`src/rtl/rf_writeback_arbiter.sv`:
```
// rf_writeback_arbiter
// Drives the register file write port from the writeback stage. It holds
// the MEM/WB pipeline register, extracts load data, and selects the
// writeback source. It also shares the single write port with results
// from the multi-cycle M-unit. Those results wait in a one-entry buffer
// until the pipeline leaves the port idle. If the pipeline keeps the port
// busy for too long, the buffer forces the port for one cycle.
module rf_writeback_arbiter #(
    parameter int unsigned XLEN         = 32,
    parameter int unsigned STARVE_LIMIT = 4
) (
    input  logic            clk,
    input  logic            rst,
    input  logic            mem_valid,
    input  logic            mem_regwrite,
    input  logic [4:0]      mem_rd,
    input  logic [1:0]      mem_wbsel,
    input  logic [2:0]      mem_funct3,
    input  logic [XLEN-1:0] mem_alu_result,
    input  logic [XLEN-1:0] mem_load_data,
    input  logic [XLEN-1:0] mem_pc_plus4,
    input  logic            wb_stall,
    input  logic            wb_flush,
    input  logic            md_valid,
    input  logic [4:0]      md_rd,
    input  logic [XLEN-1:0] md_result,
    output logic            md_ready,
    output logic            stall_req,
    output logic [4:0]      reg_write,
    output logic [XLEN-1:0] write_data,
    output logic            writeenable,
    output logic            fwd_valid,
    output logic [4:0]      fwd_rd,
    output logic [XLEN-1:0] fwd_data
);

    localparam int unsigned AW = $clog2(STARVE_LIMIT + 1);

    typedef enum logic [1:0] {
        S_EMPTY = 2'd0,
        S_WAIT  = 2'd1,
        S_FORCE = 2'd2
    } state_t;

    // MEM/WB pipeline register
    logic            r_valid;
    logic            r_regwrite;
    logic [4:0]      r_rd;
    logic [1:0]      r_wbsel;
    logic [2:0]      r_funct3;
    logic [XLEN-1:0] r_alu;
    logic [XLEN-1:0] r_ldata;
    logic [XLEN-1:0] r_pc4;

    // M-unit hold buffer and arbitration state
    state_t          r_state;
    logic [AW-1:0]   r_age;
    logic [4:0]      r_buf_rd;
    logic [XLEN-1:0] r_buf_data;

    logic            w_md_ready;
    logic            w_stall_req;
    logic            w_accept;
    logic            w_p_req;
    logic [AW-1:0]   w_age_next;
    logic [7:0]      w_byte;
    logic [15:0]     w_half;
    logic [XLEN-1:0] w_load_data;
    logic [XLEN-1:0] w_pipe_data;
    logic            w_we;
    logic [4:0]      w_rd;
    logic [XLEN-1:0] w_data;

    // The buffer is empty only in S_EMPTY. Keeping md_ready low in S_WAIT
    // prevents a drain and a refill in the same cycle.
    assign w_md_ready  = (r_state == S_EMPTY) & rst;
    assign w_stall_req = (r_state == S_FORCE) & rst;
    // A result with md_rd=0 is accepted at the handshake but not stored.
    assign w_accept    = md_valid & w_md_ready & (md_rd != 5'd0);
    assign w_p_req     = r_valid & r_regwrite & (r_rd != 5'd0);
    assign w_age_next  = r_age + AW'(1);

    // MEM/WB register: reset clears, flush beats stall, stall or force holds
    always_ff @(posedge clk) begin
        if (!rst) begin
            r_valid    <= 1'b0;
            r_regwrite <= 1'b0;
            r_rd       <= '0;
            r_wbsel    <= '0;
            r_funct3   <= '0;
            r_alu      <= '0;
            r_ldata    <= '0;
            r_pc4      <= '0;
        end else if (wb_flush) begin
            r_valid <= 1'b0;
        end else if (!(wb_stall || w_stall_req)) begin
            r_valid    <= mem_valid;
            r_regwrite <= mem_regwrite;
            r_rd       <= mem_rd;
            r_wbsel    <= mem_wbsel;
            r_funct3   <= mem_funct3;
            r_alu      <= mem_alu_result;
            r_ldata    <= mem_load_data;
            r_pc4      <= mem_pc_plus4;
        end
    end

    // Arbitration FSM: the buffered M-unit result ages while the pipeline
    // keeps winning, then forces the port
    always_ff @(posedge clk) begin
        if (!rst) begin
            r_state    <= S_EMPTY;
            r_age      <= '0;
            r_buf_rd   <= '0;
            r_buf_data <= '0;
        end else begin
            case (r_state)
                S_EMPTY: begin
                    if (w_accept) begin
                        r_state    <= S_WAIT;
                        r_age      <= '0;
                        r_buf_rd   <= md_rd;
                        r_buf_data <= md_result;
                    end
                end
                S_WAIT: begin
                    if (!w_p_req) begin
                        r_state <= S_EMPTY;
                    end else begin
                        r_age <= w_age_next;
                        if (w_age_next >= AW'(STARVE_LIMIT - 1)) begin
                            r_state <= S_FORCE;
                        end
                    end
                end
                S_FORCE: begin
                    r_state <= S_EMPTY;
                end
                default: begin
                    r_state <= S_EMPTY;
                end
            endcase
        end
    end

    // Load extraction: select byte/half by address offset, then extend
    always_comb begin
        w_byte = 8'h00;
        case (r_alu[1:0])
            2'd0:    w_byte = r_ldata[7:0];
            2'd1:    w_byte = r_ldata[15:8];
            2'd2:    w_byte = r_ldata[23:16];
            default: w_byte = r_ldata[31:24];
        endcase
        w_half = r_alu[1] ? r_ldata[31:16] : r_ldata[15:0];
        case (r_funct3)
            3'b000:  w_load_data = {{(XLEN-8){w_byte[7]}}, w_byte};
            3'b100:  w_load_data = {{(XLEN-8){1'b0}}, w_byte};
            3'b001:  w_load_data = {{(XLEN-16){w_half[15]}}, w_half};
            3'b101:  w_load_data = {{(XLEN-16){1'b0}}, w_half};
            default: w_load_data = r_ldata;
        endcase
    end

    // Writeback source select
    always_comb begin
        case (r_wbsel)
            2'b01:   w_pipe_data = w_load_data;
            2'b10:   w_pipe_data = r_pc4;
            default: w_pipe_data = r_alu;
        endcase
    end

    // Write port mux: FORCE first, then pipeline, then the waiting buffer
    always_comb begin
        w_we   = 1'b0;
        w_rd   = '0;
        w_data = '0;
        if (rst) begin
            if (r_state == S_FORCE) begin
                w_we   = 1'b1;
                w_rd   = r_buf_rd;
                w_data = r_buf_data;
            end else if (w_p_req) begin
                w_we   = 1'b1;
                w_rd   = r_rd;
                w_data = w_pipe_data;
            end else if (r_state == S_WAIT) begin
                w_we   = 1'b1;
                w_rd   = r_buf_rd;
                w_data = r_buf_data;
            end
        end
    end

    assign md_ready    = w_md_ready;
    assign stall_req   = w_stall_req;
    assign writeenable = w_we;
    assign reg_write   = w_rd;
    assign write_data  = w_data;
    assign fwd_valid   = w_we;
    assign fwd_rd      = w_rd;
    assign fwd_data    = w_data;

endmodule

```
`config.mk`:
```
export PLATFORM = sky130hd
export DESIGN_NAME = rf_writeback_arbiter
export DESIGN_NICKNAME = d
export VERILOG_FILES = /design/src/rtl/rf_writeback_arbiter.sv
export SDC_FILE = /design/constraint.sdc
export NUM_CORES = 1
export LEC_CHECK = 0
export BUFFER_PORTS_ARGS = -buffer_cell sky130_fd_sc_hd__buf_2
export CELL_PAD_IN_SITES_DETAIL_PLACEMENT = 0
export CELL_PAD_IN_SITES_GLOBAL_PLACEMENT = 1
export CORE_UTILIZATION = 40
export DETAILED_ROUTE_END_ITERATION = 6
export PLACE_DENSITY_LB_ADDON = 0.3
export SLEW_MARGIN = 5
export SYNTH_ARGS = -nofsm -noshare
export SYNTH_HDL_FRONTEND = slang
export SYNTH_SLANG_ARGS = --single-unit
```
`constraint.sdc`:
```
create_clock -name clk -period 4.05 [get_ports clk]
set_clock_uncertainty 0.2 [all_clocks]
set_input_delay 0.6075 -clock clk [delete_from_list [all_inputs] [get_ports clk]]
set_output_delay 0.6075 -clock clk [all_outputs]
set_load 0.02 [all_outputs]
```
==> metrics.csv <==
metric,value,unit
status,"finished, final reports clean",
period_minus_slack,3750,ps
grtUsageTotal,27.17,%
worstPathCellList,nor2b_1 -> nor2_1 -> nor2_4 -> a221oi_1 -> a211oi_1 -> buf_2,
cts_max_path_buffers,2,
avgSynthCellArea,7.340,um2
nNetsFinal,1386,
clk_latency,430,ps
maxCapViolations,0,
wirelength,27780,um
cts_root_buf,clkbuf_16,
final_common_cell,nand2_1,
synth-seq-cells,150,
min_period_over_period,92.60,%
drt_iter0_markers,729,
place_area,0.008972,mm2
critical_path.top_delay_family,simple AND/OR/NAND/NOR gates,
gp_congestion,0.8981,
ctsHoldBuffers,0,
port-buffer-count,227,
drc,0,
route.antenna.remaining_nets,0,
fp.dieH,143.5,um
final_cell_mix,"nand2_1 (344), buf_2 (227), a21oi_1 (193)",
r2r-end,r_alu[30]$_SDFFE_PN0P_,
vdd_drop_max,257.6,uV
fp-row-count,51,
clk_pin_slew,70,ps
antenna_found_initial,1,
core_area,0.01953,mm2
required,3240,ps
cp_max_fo,16,
synthDistinctLibCells,60,
slowest_delay,520,ps
synth_nets,1245,
syn_inst,1091,
cts-buffers-inserted,17,
htreeDepth,4,
grt_pass1_vias,7450,
final_design_area_no_fill,0.009529,mm2
grt_pass1_wl,41920,um
yosys_warnings,0,
hold_path_class,in2reg,
async_flop_share,0,%
post_cts_buffers,0,
crit_path_end_kind,primary output,
finalSetupTns,0,ps
power.density,367.7,mW/mm2
cp.buffers_inverters,1,
power_leakage,3.836,nW
critPathSlowestCell,a211oi_1,
slew_headroom,42.86,%
cp.arrival,2940,ps
critPathLaunchType,flip-flop,
cts_tree,yes,
post_drt_wl_per_cell,18.39,um
ys_seq_area_share,37.50,%
routed_via_density,5.445,
critPathKind,reg2out,
worst_pin_slew,857.0,ps
die_w,143.5,um
die_area,0.02059,mm2
rsz0062_at_grt,no,
ioPinCount,228,
setup_viol,0,
synth-edff-count,0,
hold_viol,0,
crit_start,r_state[0]$_SDFFE_PN0P_,
reg2reg_slack,1820,ps
syn-cell-area,0.008008,mm2
drive_gt1_share,25.30,%
reg2reg_depth,6,
overflow,0,
min-delay-start,mem_pc_plus4[2],
crit_cells,6,
grt_max_degree,77,
dpl.hpwl,20220,um
area_growth,19.00,%
fmax,0.2667,GHz
reg2reg_from,r_state[0]$_SDFFE_PN0P_,
firstDrtPassIters,6,
crit_end,fwd_data[31],
routed-via-count,8227,
drv_slew,0,
cts_sinks,150,
initial_utilization,41.01,%
ys.flop_type,dfxtp_1,
[worst register-to-register path, delay by kind of cell, from the launching register on]
kind / cells / cell delay, ps
buf+inv: 1 / 560
flops: 1 / 420
compound gates: 1 / 170
simple gates: 4 / 820
[report_power, final]
group | total, mW | internal (mW) | switching, mW | leakage [nW]
Clock | 1.49 | 0.826 | 0.667 | 0.273
Sequential | 1.61 | 1.54 | 0.0707 | 1.23
Combinational | 0.398 | 0.153 | 0.244 | 2.34
Total | 3.50 | 2.52 | 0.982 | 3.84
[worst min path at each step]
stage / slack (ps) / endpoint / cells past startpoint
floorplan: 230 / r_pc4[16]$_SDFFE_PN0P_ / 2
global placement: 240 / r_pc4[23]$_SDFFE_PN0P_ / 2
detailed placement: 240 / r_pc4[25]$_SDFFE_PN0P_ / 2
CTS: 200 / r_pc4[2]$_SDFFE_PN0P_ / 3
global route: 210 / r_pc4[8]$_SDFFE_PN0P_ / 3
finish: 210 / r_pc4[2]$_SDFFE_PN0P_ / 3
[cell usage after synthesis (6+ instances only)]
master | number | area, um2
o21ai_0 | 28 | 140.1
buf_2 | 21 | 105.1
a211oi_1 | 39 | 292.8
a31oi_1 | 8 | 50.05
and3_1 | 19 | 118.9
a221oi_1 | 6 | 52.55
nand3_1 | 9 | 45.04
nor2_1 | 15 | 56.30
clkbuf_1 | 56 | 210.2
a221oi_2 | 9 | 135.1
and3b_1 | 6 | 52.55
mux2_2 | 8 | 90.09
dfxtp_1 | 150 | 3003
a21oi_1 | 193 | 965.9
nand2_1 | 345 | 1295
inv_1 | 12 | 45.04
nor3_1 | 16 | 80.08
o221ai_1 | 23 | 201.4
nand2b_1 | 11 | 68.82
buf_4 | 46 | 345.3
[per-stage QoR]
stage                     power (mW)  utilization, %  setup slack (ps)  hold WS (ps)  std cells
after floorplan                1.864               -             794.2         231.9       1091
after global placement         2.036           45.95             742.8         237.9       1478
after detailed placement       2.039           45.95             633.2         242.4       1478
after CTS                      3.523           48.78             149.7         197.3       1510
after global routing           3.650           48.79             139.4         207.3       1510
final                          3.504           48.80             299.8         212.5       1511
[metal layers]
layer | global-route usage (%) | vias to the layer above | wire length [um]
met4 | 10.86 | 0 | 873
met2 | 44.61 | 351 | 13080
met1 | 35.25 | 3796 | 12170
met3 | 4.665 | 49 | 1660
li1 | - | 4031 | -
met5 | 0 | - | 0
[sequential cells by signal, indices dropped and copies added, names as in the netlist, 3 cells and up]
register	count
r_buf_rd	5
r_rd	5
r_alu	32
r_buf_data	32
r_ldata	32
r_pc4	32
r_age	3
r_funct3	3
[what timing repair did]
action / in CTS / in global routing
setup endpoints to repair: 0 / 6
gates resized for setup: 0 / 1
endpoints found under the hold margin: 0 / 0
[cell type report]
type	instances	area [um2]
multi-input cells	799	4260
clock buffers	20	456.7
inverters	13	51.30
flip-flops and latches	150	3003
fillers	2036	9997
well taps	265	331.6
diodes	1	2.502
clock inverters	12	95.09
repair buffers	251	1329
[kinds of logic after synthesis]
kind of cell / after synthesis / share of synthesized area [%]
muxes: 15 / 2.219
DFF: 150 / 37.50
buffers and inverters: 142 / 9.515
xor gates and xnor gates: 1 / 0.1094
adders and majority gates: 4 / 0.6250
AOI/OAI and AO/OA: 334 / 25.97
and+or+nand+nor: 445 / 24.06
No activity file was read; power rests on OpenSTA's default activity.
